## config.mk

```make
export PLATFORM = sky130hd
export DESIGN_NAME = des_decrypt_iter
export DESIGN_NICKNAME = d
export VERILOG_FILES = /design/src/rtl/des_pkg.sv /design/src/rtl/des_f.sv /design/src/rtl/des_sbox_rom.sv /design/src/rtl/des_decrypt_iter.sv
export SDC_FILE = /design/constraint.sdc
export NUM_CORES = 1
export LEC_CHECK = 0
export CAP_MARGIN = 40
export CORE_MARGIN = 2
export CORE_UTILIZATION = 49
export CTS_BUF_LIST = sky130_fd_sc_hd__clkbuf_8
export DETAILED_ROUTE_END_ITERATION = 7
export PLACE_DENSITY_LB_ADDON = 0.15
export REMOVE_ABC_BUFFERS = 1
export SLEW_MARGIN = 10
export SYNTH_ARGS = -nofsm -noshare
export SYNTH_HDL_FRONTEND = slang
export SYNTH_SLANG_ARGS = --single-unit
export TNS_END_PERCENT = 50
```

## constraint.sdc

```tcl
create_clock -name clk -period 12.94 [get_ports clk]
set_input_delay 2.588 -clock clk [delete_from_list [all_inputs] [get_ports clk]]
set_output_delay 2.588 -clock clk [all_outputs]
set_load 0.02 [all_outputs]
```

## src/rtl/des_pkg.sv

```systemverilog
// -----------------------------------------------------------------------------
// des_pkg
// Shared DES definitions for the iterative encrypt/decrypt engines:
//   - bit-permutation tables IP, FP, E, P, PC1, PC2 (DES 1-based, MSB-first)
//   - S-box contents S1..S8 (row = outer bits, column = inner four bits)
//   - decrypt key-schedule right-rotation amounts SH_DEC[1:16]
//   - engine state encoding
//   - permutation helpers. DES bit n of a w-bit vector is vector[w-n].
// -----------------------------------------------------------------------------
package des_pkg;

  typedef enum logic [1:0] {
    IDLE,
    ROUND,
    DONE
  } state_t;

  localparam int IP_T [64] = '{
    58, 50, 42, 34, 26, 18, 10,  2,
    60, 52, 44, 36, 28, 20, 12,  4,
    62, 54, 46, 38, 30, 22, 14,  6,
    64, 56, 48, 40, 32, 24, 16,  8,
    57, 49, 41, 33, 25, 17,  9,  1,
    59, 51, 43, 35, 27, 19, 11,  3,
    61, 53, 45, 37, 29, 21, 13,  5,
    63, 55, 47, 39, 31, 23, 15,  7
  };

  localparam int FP_T [64] = '{
    40,  8, 48, 16, 56, 24, 64, 32,
    39,  7, 47, 15, 55, 23, 63, 31,
    38,  6, 46, 14, 54, 22, 62, 30,
    37,  5, 45, 13, 53, 21, 61, 29,
    36,  4, 44, 12, 52, 20, 60, 28,
    35,  3, 43, 11, 51, 19, 59, 27,
    34,  2, 42, 10, 50, 18, 58, 26,
    33,  1, 41,  9, 49, 17, 57, 25
  };

  localparam int E_T [48] = '{
    32,  1,  2,  3,  4,  5,
     4,  5,  6,  7,  8,  9,
     8,  9, 10, 11, 12, 13,
    12, 13, 14, 15, 16, 17,
    16, 17, 18, 19, 20, 21,
    20, 21, 22, 23, 24, 25,
    24, 25, 26, 27, 28, 29,
    28, 29, 30, 31, 32,  1
  };

  localparam int P_T [32] = '{
    16,  7, 20, 21, 29, 12, 28, 17,
     1, 15, 23, 26,  5, 18, 31, 10,
     2,  8, 24, 14, 32, 27,  3,  9,
    19, 13, 30,  6, 22, 11,  4, 25
  };

  // Parity bits 8,16,..,64 never appear here, so they are dropped.
  localparam int PC1_T [56] = '{
    57, 49, 41, 33, 25, 17,  9,
     1, 58, 50, 42, 34, 26, 18,
    10,  2, 59, 51, 43, 35, 27,
    19, 11,  3, 60, 52, 44, 36,
    63, 55, 47, 39, 31, 23, 15,
     7, 62, 54, 46, 38, 30, 22,
    14,  6, 61, 53, 45, 37, 29,
    21, 13,  5, 28, 20, 12,  4
  };

  localparam int PC2_T [48] = '{
    14, 17, 11, 24,  1,  5,
     3, 28, 15,  6, 21, 10,
    23, 19, 12,  4, 26,  8,
    16,  7, 27, 20, 13,  2,
    41, 52, 31, 37, 47, 55,
    30, 40, 51, 45, 33, 48,
    44, 49, 39, 56, 34, 53,
    46, 42, 50, 36, 29, 32
  };

  // Round 1 of decryption needs K16 = PC2(C0D0), so no rotation; the rest
  // undo the encrypt left shifts in reverse order.
  localparam int SH_DEC [1:16] = '{0, 1, 2, 2, 2, 2, 2, 2, 1, 2, 2, 2, 2, 2, 2, 1};

  localparam int SBOX_T [8][64] = '{
    '{14,  4, 13,  1,  2, 15, 11,  8,  3, 10,  6, 12,  5,  9,  0,  7,
       0, 15,  7,  4, 14,  2, 13,  1, 10,  6, 12, 11,  9,  5,  3,  8,
       4,  1, 14,  8, 13,  6,  2, 11, 15, 12,  9,  7,  3, 10,  5,  0,
      15, 12,  8,  2,  4,  9,  1,  7,  5, 11,  3, 14, 10,  0,  6, 13},
    '{15,  1,  8, 14,  6, 11,  3,  4,  9,  7,  2, 13, 12,  0,  5, 10,
       3, 13,  4,  7, 15,  2,  8, 14, 12,  0,  1, 10,  6,  9, 11,  5,
       0, 14,  7, 11, 10,  4, 13,  1,  5,  8, 12,  6,  9,  3,  2, 15,
      13,  8, 10,  1,  3, 15,  4,  2, 11,  6,  7, 12,  0,  5, 14,  9},
    '{10,  0,  9, 14,  6,  3, 15,  5,  1, 13, 12,  7, 11,  4,  2,  8,
      13,  7,  0,  9,  3,  4,  6, 10,  2,  8,  5, 14, 12, 11, 15,  1,
      13,  6,  4,  9,  8, 15,  3,  0, 11,  1,  2, 12,  5, 10, 14,  7,
       1, 10, 13,  0,  6,  9,  8,  7,  4, 15, 14,  3, 11,  5,  2, 12},
    '{ 7, 13, 14,  3,  0,  6,  9, 10,  1,  2,  8,  5, 11, 12,  4, 15,
      13,  8, 11,  5,  6, 15,  0,  3,  4,  7,  2, 12,  1, 10, 14,  9,
      10,  6,  9,  0, 12, 11,  7, 13, 15,  1,  3, 14,  5,  2,  8,  4,
       3, 15,  0,  6, 10,  1, 13,  8,  9,  4,  5, 11, 12,  7,  2, 14},
    '{ 2, 12,  4,  1,  7, 10, 11,  6,  8,  5,  3, 15, 13,  0, 14,  9,
      14, 11,  2, 12,  4,  7, 13,  1,  5,  0, 15, 10,  3,  9,  8,  6,
       4,  2,  1, 11, 10, 13,  7,  8, 15,  9, 12,  5,  6,  3,  0, 14,
      11,  8, 12,  7,  1, 14,  2, 13,  6, 15,  0,  9, 10,  4,  5,  3},
    '{12,  1, 10, 15,  9,  2,  6,  8,  0, 13,  3,  4, 14,  7,  5, 11,
      10, 15,  4,  2,  7, 12,  9,  5,  6,  1, 13, 14,  0, 11,  3,  8,
       9, 14, 15,  5,  2,  8, 12,  3,  7,  0,  4, 10,  1, 13, 11,  6,
       4,  3,  2, 12,  9,  5, 15, 10, 11, 14,  1,  7,  6,  0,  8, 13},
    '{ 4, 11,  2, 14, 15,  0,  8, 13,  3, 12,  9,  7,  5, 10,  6,  1,
      13,  0, 11,  7,  4,  9,  1, 10, 14,  3,  5, 12,  2, 15,  8,  6,
       1,  4, 11, 13, 12,  3,  7, 14, 10, 15,  6,  8,  0,  5,  9,  2,
       6, 11, 13,  8,  1,  4, 10,  7,  9,  5,  0, 15, 14,  2,  3, 12},
    '{13,  2,  8,  4,  6, 15, 11,  1, 10,  9,  3, 14,  5,  0, 12,  7,
       1, 15, 13,  8, 10,  3,  7,  4, 12,  5,  6, 11,  0, 14,  9,  2,
       7, 11,  4,  1,  9, 12, 14,  2,  0,  6, 10, 13, 15,  3,  5,  8,
       2,  1, 14,  7,  4, 10,  8, 13, 15, 12,  9,  0,  3,  5,  6, 11}
  };

  function automatic logic [63:0] des_ip(input logic [63:0] x);
    logic [63:0] y;
    for (int i = 0; i < 64; i++) y[6'(63 - i)] = x[6'(64 - IP_T[i])];
    return y;
  endfunction

  function automatic logic [63:0] des_fp(input logic [63:0] x);
    logic [63:0] y;
    for (int i = 0; i < 64; i++) y[6'(63 - i)] = x[6'(64 - FP_T[i])];
    return y;
  endfunction

  function automatic logic [47:0] des_e(input logic [31:0] x);
    logic [47:0] y;
    for (int i = 0; i < 48; i++) y[6'(47 - i)] = x[5'(32 - E_T[i])];
    return y;
  endfunction

  function automatic logic [31:0] des_p(input logic [31:0] x);
    logic [31:0] y;
    for (int i = 0; i < 32; i++) y[5'(31 - i)] = x[5'(32 - P_T[i])];
    return y;
  endfunction

  function automatic logic [55:0] des_pc1(input logic [63:0] x);
    logic [55:0] y;
    for (int i = 0; i < 56; i++) y[6'(55 - i)] = x[6'(64 - PC1_T[i])];
    return y;
  endfunction

  function automatic logic [47:0] des_pc2(input logic [55:0] x);
    logic [47:0] y;
    for (int i = 0; i < 48; i++) y[6'(47 - i)] = x[6'(56 - PC2_T[i])];
    return y;
  endfunction

  // Row is the outer bit pair {b6,b1}, column the inner bits b5..b2.
  function automatic logic [3:0] sbox_lookup(input logic [2:0] n, input logic [5:0] a);
    return 4'(SBOX_T[n][{a[5], a[0], a[4:1]}]);
  endfunction

  function automatic logic [1:0] sh_dec(input logic [4:0] rnd);
    logic [1:0] sh;
    sh = 2'd0;
    for (int i = 1; i <= 16; i++) begin
      if (rnd == 5'(i)) sh = 2'(SH_DEC[i]);
    end
    return sh;
  endfunction

  function automatic logic [27:0] rotr28(input logic [27:0] x, input logic [1:0] sh);
    case (sh)
      2'd1:    return {x[0], x[27:1]};
      2'd2:    return {x[1:0], x[27:2]};
      default: return x;
    endcase
  endfunction

endpackage

```

## src/rtl/des_f.sv

```systemverilog
// -----------------------------------------------------------------------------
// des_f
// DES round function f(R,K), purely combinational; shared by the encrypt and
// decrypt engines.
//   r [31:0] : right half, DES bit 1 = r[31]
//   k [47:0] : round subkey, DES bit 1 = k[47]
//   f [31:0] : P(S1..S8(E(r) ^ k))
// -----------------------------------------------------------------------------
module des_f import des_pkg::*; (
  input  logic [31:0] r,
  input  logic [47:0] k,
  output logic [31:0] f
);

  logic [47:0] x;
  logic [31:0] s;

  assign x = des_e(r) ^ k;

  // Chunk 1 (MSBs) feeds S1, chunk 8 feeds S8.
  S1_ROM u_s1 (.addr(x[47:42]), .data(s[31:28]));
  S2_ROM u_s2 (.addr(x[41:36]), .data(s[27:24]));
  S3_ROM u_s3 (.addr(x[35:30]), .data(s[23:20]));
  S4_ROM u_s4 (.addr(x[29:24]), .data(s[19:16]));
  S5_ROM u_s5 (.addr(x[23:18]), .data(s[15:12]));
  S6_ROM u_s6 (.addr(x[17:12]), .data(s[11:8]));
  S7_ROM u_s7 (.addr(x[11:6]),  .data(s[7:4]));
  S8_ROM u_s8 (.addr(x[5:0]),   .data(s[3:0]));

  assign f = des_p(s);

endmodule

```

## src/rtl/des_sbox_rom.sv

```systemverilog
// -----------------------------------------------------------------------------
// S1_ROM .. S8_ROM
// Combinational DES S-boxes, one module per box so each engine instantiates
// exactly the tables it needs.
//   addr [5:0] : six-bit chunk, addr[5] = DES bit 1 of the chunk
//   data [3:0] : four-bit substitution, MSB first
// -----------------------------------------------------------------------------
module S1_ROM import des_pkg::*; (
  input  logic [5:0] addr,
  output logic [3:0] data
);
  assign data = sbox_lookup(3'd0, addr);
endmodule

module S2_ROM import des_pkg::*; (
  input  logic [5:0] addr,
  output logic [3:0] data
);
  assign data = sbox_lookup(3'd1, addr);
endmodule

module S3_ROM import des_pkg::*; (
  input  logic [5:0] addr,
  output logic [3:0] data
);
  assign data = sbox_lookup(3'd2, addr);
endmodule

module S4_ROM import des_pkg::*; (
  input  logic [5:0] addr,
  output logic [3:0] data
);
  assign data = sbox_lookup(3'd3, addr);
endmodule

module S5_ROM import des_pkg::*; (
  input  logic [5:0] addr,
  output logic [3:0] data
);
  assign data = sbox_lookup(3'd4, addr);
endmodule

module S6_ROM import des_pkg::*; (
  input  logic [5:0] addr,
  output logic [3:0] data
);
  assign data = sbox_lookup(3'd5, addr);
endmodule

module S7_ROM import des_pkg::*; (
  input  logic [5:0] addr,
  output logic [3:0] data
);
  assign data = sbox_lookup(3'd6, addr);
endmodule

module S8_ROM import des_pkg::*; (
  input  logic [5:0] addr,
  output logic [3:0] data
);
  assign data = sbox_lookup(3'd7, addr);
endmodule

```

## src/rtl/des_decrypt_iter.sv

```systemverilog
// -----------------------------------------------------------------------------
// des_decrypt_iter
// Iterative DES decryption: one Feistel round per clock, 16 rounds per block,
// subkeys K16..K1 generated on the fly by right-rotating C and D.
// One block in flight; accept -> 16 rounds -> present plaintext -> handshake.
//   clk, rst       : rising-edge clock, synchronous active-high reset
//   in_valid/ready : ciphertext/key ingress, DES bit 1 = bit 63
//   in_data [63:0] : ciphertext
//   in_key  [63:0] : key, parity bits ignored
//   out_valid/ready: plaintext egress
//   out_data[63:0] : plaintext, held stable while out_valid is high
// -----------------------------------------------------------------------------
module des_decrypt_iter import des_pkg::*; (
  input  logic        clk,
  input  logic        rst,
  input  logic        in_valid,
  output logic        in_ready,
  input  logic [63:0] in_data,
  input  logic [63:0] in_key,
  output logic        out_valid,
  input  logic        out_ready,
  output logic [63:0] out_data
);

  state_t      state;
  logic [4:0]  round;
  logic [31:0] l, r;
  logic [55:0] cd;
  logic [55:0] cd_next;
  logic [47:0] subkey;
  logic [31:0] f_out;
  logic [1:0]  shift;

  // NOTE: every signal driven in always_comb gets a value on every path;
  // otherwise synthesis infers a latch to hold the old value.
  always_comb begin
    shift   = sh_dec(round);
    cd_next = {rotr28(cd[55:28], shift), rotr28(cd[27:0], shift)};
    subkey  = des_pc2(cd_next);
  end

  des_f u_f (
    .r (r),
    .k (subkey),
    .f (f_out)
  );

  // NOTE: state registers use non-blocking assignments so every right-hand
  // side sees pre-edge values; l <= r and r <= l ^ f rely on that.
  always_ff @(posedge clk) begin
    if (rst) begin
      state     <= IDLE;
      in_ready  <= 1'b1;
      out_valid <= 1'b0;
      out_data  <= '0;
      round     <= '0;
      l         <= '0;
      r         <= '0;
      cd        <= '0;
    end else begin
      case (state)
        IDLE: begin
          if (in_valid && in_ready) begin
            {l, r}   <= des_ip(in_data);
            cd       <= des_pc1(in_key);
            round    <= 5'd1;
            in_ready <= 1'b0;
            state    <= ROUND;
          end
        end

        ROUND: begin
          cd <= cd_next;
          l  <= r;
          r  <= l ^ f_out;
          if (round == 5'd16) begin
            round <= '0;
            state <= DONE;
          end else begin
            round <= round + 5'd1;
          end
        end

        DONE: begin
          // First DONE cycle registers the swapped, FP-permuted result;
          // after that the output is held until the handshake.
          if (!out_valid) begin
            out_data  <= des_fp({r, l});
            out_valid <= 1'b1;
          end else if (out_ready) begin
            out_valid <= 1'b0;
            in_ready  <= 1'b1;
            state     <= IDLE;
          end
        end

        default: begin
          state    <= IDLE;
          in_ready <= 1'b1;
        end
      endcase
    end
  end

endmodule

```

Yosys cells after proc, flatten, opt, wreduce, memory -nomap -nowiden
Memories as Yosys holds them, arrays and structs flattened.
Cells that the tools add are included.
{ "op_classes": {"addsub": 1, "magnitude_cmp": 4, "eq_ne": 24, "mux": 44, "bitwise_logic": 8, "n_reduce_logical": 8} }
{ "ops": {"columns": ["op", "n"], "rows": [
  ["case mux 28 bit (2 select lines)", 2],
  ["case mux 56 bit (2 select lines)", 1],
  ["two-way mux 32 bit", 3],
  ["case mux 32 bit (2 select lines)", 1],
  ["equality test 5 x 4 -> 1 bit (second input constant)", 8],
  ["two-way mux 2 bit", 20],
  ["XOR 32 bit", 1],
  [">= comparator 7 bit (second input constant)", 4],
  ["NOT 6 -> 7 bit", 4],
  ["XOR 24 bit", 1],
  ["equality test 5 x 3 -> 1 bit (second input constant)", 4],
  ["two-way mux 3 bit", 4],
  ["equality test 5 x 2 -> 1 bit (second input constant)", 2],
  ["two-way mux 5 bit", 2],
  ["case mux 5 bit (2 select lines)", 1],
  ["two-way mux 4 bit", 2],
  ["inequality test 2 bit (second input constant)", 4],
  ["AND reduction 4 bit", 2],
  ["two-way mux 1 bit", 6],
  ["case mux 2 bit (3 select lines)", 1],
  ["adder 5 x 1 -> 5 bit (second input constant)", 1],
  ["equality test 5 bit (second input constant)", 1],
  ["equality test 2 x 1 -> 1 bit (second input constant)", 2],
  ["equality test 2 bit (second input constant)", 2],
  ["other kinds (8)", 10]
]} }
{ "word_totals": {"register_bits": 145, "romBits": 8192, "inputBits": 132, "out_inout_bits": 66, "wordCells": 102, "memories": 4} }
{ "memory_table": {"columns": ["name", "depth", "width", "rd", "rd_ports_with_merged_regs", "wr", "line", "rtl"], "rows": [
  ["(name not given)", 64, 32, 1, 0, 0, "des_pkg.sv:158", "return 4'(SBOX_T[n][{a[5], a[0], a[4:1]}]);"],
  ["(name not given)", 64, 32, 1, 0, 0, "des_pkg.sv:158", null],
  ["(name not given)", 64, 32, 1, 0, 0, "des_pkg.sv:158", null],
  ["(name not given)", 64, 32, 1, 0, 0, "des_pkg.sv:158", null]
]} }

Logic depth before layout (Yosys ltp)
{ "depth": {"depth_word": 25, "depth_mapped": 24, "depth_no_buf": 21} }

By module
A second synthesis with hierarchy kept.
{ "hier_totals": {"cells_unflattened": 1268, "hier_area_um2": 10192.3} }
{ "modules_own_cells": {"columns": ["mod", "instances", "cells_each", "area_per_inst_um2", "seq_area_each_um2"], "rows": [
  ["des_decrypt_iter", 1, 862, 7069.3, 2902.8],
  ["S5_ROM", 1, 92, 728.2, 0.0],
  ["S7_ROM", 1, 84, 681.9, 0.0],
  ["S8_ROM", 1, 91, 675.6, 0.0],
  ["S6_ROM", 1, 91, 653.1, 0.0],
  ["des_f", 1, 48, 384.1, 0.0]
]} }

Worst setup path before layout
No wires, ideal clock.
{ "synth_timing": {"kind": "flip-flop to flip-flop", "from": "register round[0]", "to": "register r[7]", "t_arrival_ns": 4.070, "t_required_ns": 12.870, "path_slack_ns": 8.800, "stages_incl_launch_ff": 23, "n_path_buf": 3, "path_cell_list": "dfxtp_1 inv_1 ha_1 a221oi_1 nor2_1 o21ai_0 nor2_1 o21ai_0 inv_1 ha_1 buf_4 buf_4 clkbuf_1 a221o_1 o21ai_0 xnor2_1 ha_1 inv_1 mux4_2 mux2i_1 xnor2_1 o221ai_1 a21oi_1"} }
{ "synth_between": {"elab_chain_cells": 25, "elab_cells_between_ends": 40, "classes_between": "eq/ne (17); mux (19); bitwise (3); memory (1)"} }
{ "synth_rtl": {"columns": ["element", "line", "rtl"], "rows": [
  ["from (decl)", "des_decrypt_iter.sv:26", "logic [4:0] round;"],
  ["from (signal assigned)", "des_decrypt_iter.sv:80", "round <= round + 5'd1;"],
  ["equality test 5 x 2 -> 1 bit", "des_pkg.sv:165", "if (rnd == 5'(i)) sh = 2'(SH_DEC[i]);"],
  ["two-way mux 1 bit", "des_pkg.sv:165", null],
  ["two-way mux 2 bit (13 in series)", "des_pkg.sv:165", null],
  ["two-way mux 2 bit (*)", "des_pkg.sv:165", null],
  ["equality test 2 bit or equality test 2 x 1 -> 1 bit (tied branches)", "des_pkg.sv:171", "case (sh)"],
  ["case mux 28 bit (2 select lines) (*)", "des_pkg.sv:171", null],
  ["XOR 24 bit (*)", "des_f.sv:18", "assign x = des_e(r) ^ k;"],
  ["NOT 6 -> 7 bit (implied by the code) (*)", "des_pkg.sv:158", null],
  ["memory read (64 x 32 bit) (*)", null, null],
  ["two-way mux 2 bit (implied by the code) (*) (2 in series)", "des_pkg.sv:158", null],
  ["XOR 32 bit (*)", "des_decrypt_iter.sv:75", "r <= l ^ f_out;"],
  ["case mux 32 bit (2 select lines) (*)", "des_decrypt_iter.sv:61", "case (state)"],
  ["to (signal assigned)", "des_decrypt_iter.sv:64", "{l, r} <= des_ip(in_data);"],
  ["to (signal assigned)", "des_decrypt_iter.sv:75", null],
  ["to (decl)", "des_decrypt_iter.sv:27", "logic [31:0] l, r;"]
]} }
Every way passes the cells marked *; elsewhere a longest branch is shown, timed or not. The select of a mux whose other input is x is not followed.
A chain may end at the register's enable or synchronous reset.

Worst setup path in the final report
{ "layout_timing": {"from": "register round[1]", "to": "register r[10]"} }
{ "layout_between": {"elab_chain_cells": 25, "elab_cells_between_ends": 40, "classes_between": "eq/ne (17); mux (19); bitwise (3); memory (1)"} }
{ "layout_rtl": {"columns": ["element", "line"], "rows": [
  ["equality test 5 x 2 -> 1 bit", "des_pkg.sv:165"],
  ["two-way mux 1 bit", "des_pkg.sv:165"],
  ["two-way mux 2 bit (13 in series)", "des_pkg.sv:165"],
  ["two-way mux 2 bit (*)", "des_pkg.sv:165"],
  ["equality test 2 bit or equality test 2 x 1 -> 1 bit (tied branches)", "des_pkg.sv:171"],
  ["case mux 28 bit (2 select lines) (*)", "des_pkg.sv:171"],
  ["XOR 24 bit (*)", "des_f.sv:18"],
  ["NOT 6 -> 7 bit (implied by the code) (*)", "des_pkg.sv:158"],
  ["memory read (64 x 32 bit) (*)", null],
  ["two-way mux 4 bit (implied by the code) (*) (2 in series)", "des_pkg.sv:158"],
  ["XOR 32 bit (*)", "des_decrypt_iter.sv:75"],
  ["case mux 32 bit (2 select lines) (*)", "des_decrypt_iter.sv:61"]
]} }
Marks and branches as above.

==> flow_metrics.py <==
metrics = {
    "cts": {
        "cts_buffer_depth": 2,
        "worstSkewPairLatency_ns": 0.37,
        "root_buffer": "clkbuf_8",
        "postCtsSetupBuffers": 0,
        "cts_made_buffers": 9,
        "clk_pin_slew_ns": 0.10,
        "ctsResizeCount": 0,
        "numClockSinks": 93,
        "cts_hold_buf": 0,
        "cts-htree-levels": 3,
        "cts_tree": "done",
    },
    "critical_path": {
        "crit_path_max_fanout": 43,
        "end_kind": "flop",
        "reg2reg_setup_slack_ns": 8.15,
        "startpoint": "round[1]$_SDFFE_PP0P_",
        "reg2reg_from": "round[1]$_SDFFE_PP0P_",
        "crit_type": "flop to flop",
        "start_kind": "flop",
        "worstReg2RegEnd": "r[10]$_SDFFE_PP0P_",
        "cp_cell_sequence": "inv_1 > ha_1 > a221oi_1 > nor2_1 > o21ai_0 > nor2_1 > o21ai_0 > ha_1 > buf_4 > inv_2 > mux2i_1 > xor2_1 > inv_1 > ha_1 > nand3_1 > nand3_1 > o32a_1 > a31oi_1 > or2_1 > o211ai_1",
        "arrival_ns": 5.08,
        "cp_common_cell": "ha_1",
        "reg2regPathDepth": 20,
        "crit_path_max_incr_delay_ns": 0.48,
        "worstPathRequired_ns": 13.23,
        "crit_path_end": "r[10]$_SDFFE_PP0P_",
        "cpMaxStageDelayCell": "xor2_1",
    },
    "run_status": {
        "status": "finished, violations left",
        "violations": "design-rule violations",
    },
    "global_route": {
        "grt_max_degree": 59,
        "grt_overflow": 0,
        "grt_usage": 0.218,
        "grt_pass1_wl_um": 23000,
        "antenna_found_initial": 0,
        "grt_pass1_vias": 4820,
    },
    "synth": {
        "yosysSeqAreaShare": 0.319,
        "yosysWarnings": 0,
        "netlist_area_sq_um": 5840,
        "synth_ff_type": "dfxtp_1",
        "synth.top_cell.area_share": 0.319,
        "synth_top_area_cell": "dfxtp_1",
        "post_synth_inst_count": 737,
        "synth_edf_count": 0,
        "ys_ff_latch": 93,
        "synth_cell_types": 67,
        "async_flop_share": 0,
        "yosys-top-cells-area": "dfxtp_1 (32%), nand2_1 (6.9%), buf_4 (6.8%)",
        "syn-mean-instance-area_sq_um": 7.92,
    },
    "floorplanning": {
        "rows": 39,
        "fp.dieArea_sq_um": 12800,
        "die_h_um": 113,
        "die_w_um": 113,
        "core_sq_um": 11500,
        "start_util": 0.507,
        "ios": 198,
    },
    "placed_design": {
        "place.detailed.hpwl_um": 9730,
        "placed_area_sq_um": 6200,
        "dp_cells": 889,
        "place_congestion": 0.865,
        "port_buffers": 49,
    },
    "detailed_routing": {
        "dr.pass1.iters": 7,
        "route.detailed.drc": 8,
        "routed_wl_um": 14100,
        "drt-wirelength-per-cell_um": 15.6,
        "postRouteAntennaNets": 0,
        "routed-via-count": 5251,
        "vias_per_cell": 5.80,
        "drtIter0Drc": 474,
    },
    "timing": {
        "fmax_ghz": 0.209,
        "hold_viol_final": 0,
        "min_period_ns": 4.79,
        "fin_crit_sh": 0.370,
        "setup_viol": 0,
        "tightestPinTransition_ns": 0.820,
        "fin_hold_ws_ns": 0.443,
        "tns_ns": 0,
        "slew_headroom": 0.448,
        "drv_slew": 0,
        "rsz0062_at_grt": "no",
        "finClkSkew_ns": 0.0140,
    },
    "layout": {
        "synthToLayoutAreaGrowth_pct": 9.79,
        "stdcell_count": 905,
        "final_cell_mix": "nand2_1 (108), dfxtp_1 (93), nor2_1 (58), a21oi_1 (53)",
        "nFillCells": 1106,
        "design_area_sq_um": 6410,
        "multi_input_area_sq_um": 3510,
        "num_antenna_cells": 0,
        "drive_gt1_frac": 0.0604,
        "mostFrequentLayoutCell": "nand2_1",
        "final_nets": 920,
        "seq_area_sq_um": 1860,
    },
    "hold_path": {
        "min_path_type": "flop to flop",
    },
    "job": {
        "cap_violations": 0,
    },
    "power": {
        "ir_drop_v": 0.0000836,
        "total_power_mw": 0.727,
        "leakagePower_nw": 2.34,
        "power.density_nw_per_um2": 113,
    },
}
## worst min-delay path by stage
stage | slack, ns | cells past startpoint | from | end
final | 0.44 | 2 | l[15]$_SDFFE_PP0P_ | out_data[3]$_SDFFE_PP0P_
after global placement | 0.44 | 2 | r[21]$_SDFFE_PP0P_ | l[21]$_SDFFE_PP0P_
after floorplan | 0.43 | 2 | l[14]$_SDFFE_PP0P_ | out_data[11]$_SDFFE_PP0P_
after detailed placement | 0.44 | 2 | l[20]$_SDFFE_PP0P_ | out_data[29]$_SDFFE_PP0P_
after global routing | 0.46 | 2 | r[31]$_SDFFE_PP0P_ | l[31]$_SDFFE_PP0P_
after CTS | 0.45 | 2 | l[15]$_SDFFE_PP0P_ | out_data[3]$_SDFFE_PP0P_
## registers in the layout, summed over array words and instances (netlist names)
register   flops
round          5
r             20
l             20
state          2
in_ready       1
out_valid      1
out_data      16
cd            28
## synth_stat cells (3+ instances only)
cell type	count
nand2b_1	3
nor2b_1	8
o21ai_1	3
o211ai_1	9
a22o_1	9
nor3_1	17
buf_2	3
a32oi_1	3
mux2i_1	10
o21ai_0	38
or3_1	6
dfxtp_1	93
a221oi_1	16
o21a_1	5
ha_1	31
buf_4	53
a211oi_1	6
xor2_1	6
mux2_2	3
and2_1	3
inv_1	18
nand3b_1	4
nor4b_1	3
nand3_1	11
nor3b_1	3
nand4_1	3
o2111ai_1	4
or2_2	3
xnor2_1	13
nand2_1	108
o22ai_1	3
a22oi_1	41
clkbuf_1	38
a21oi_1	53
a221o_1	5
nor2_1	59
and3_1	3
## report_power, final
part | total [mW] | switching [mW] | internal [mW] | leakage [nW]
logic | 0.203 | 0.125 | 0.0779 | 1.48
registers | 0.315 | 0.0161 | 0.299 | 0.755
clock network | 0.209 | 0.111 | 0.0981 | 0.106
## worst max-delay path: cells and delay by family (launching register included)
kind	cells	cell delay, ns
mux	1	0.40
simple gates	5	0.60
flops	1	0.42
compound gates	6	1.24
fa+ha+maj	3	0.83
xor+xnor	1	0.48
buf+inv	4	0.73
## per-layer routing
layer	vias up	part of all wire	track usage
met5	-	0	0
met4	0	0.018	0.0707
met3	21	0.048	0.0354
met2	164	0.47	0.365
met1	2493	0.46	0.288
li1	2573	-	-
## kinds of logic after synthesis
logic type      count (synthesis)  synth area share
buf+inv                       117             0.112
mux                            14            0.0268
fa+ha+maj                      31            0.0664
other cells                     1          0.000642
flops                          93             0.319
simple gates                  243             0.188
compound gates                218             0.255
xor+xnor                       20            0.0313
## cell type report
class	instances	share of cell area
clock buffer	10	0.0215
clock inverter	6	0.0117
multi-input combinational	574	0.548
tap	143	0.0279
inverter	20	0.0117
timing repair buffer	59	0.0886
sequential	93	0.290
## through the flow
| step | util | setup WS [ns] |
|---|---|---|
| global route | 0.557 | 7.69 |
| detailed placement | 0.538 | 8.21 |
| CTS | 0.557 | 8.20 |
| floorplan | - | 8.18 |
| finish | 0.557 | 8.15 |
| global placement | 0.536 | 8.03 |
(Power assumes the default switching activity.)
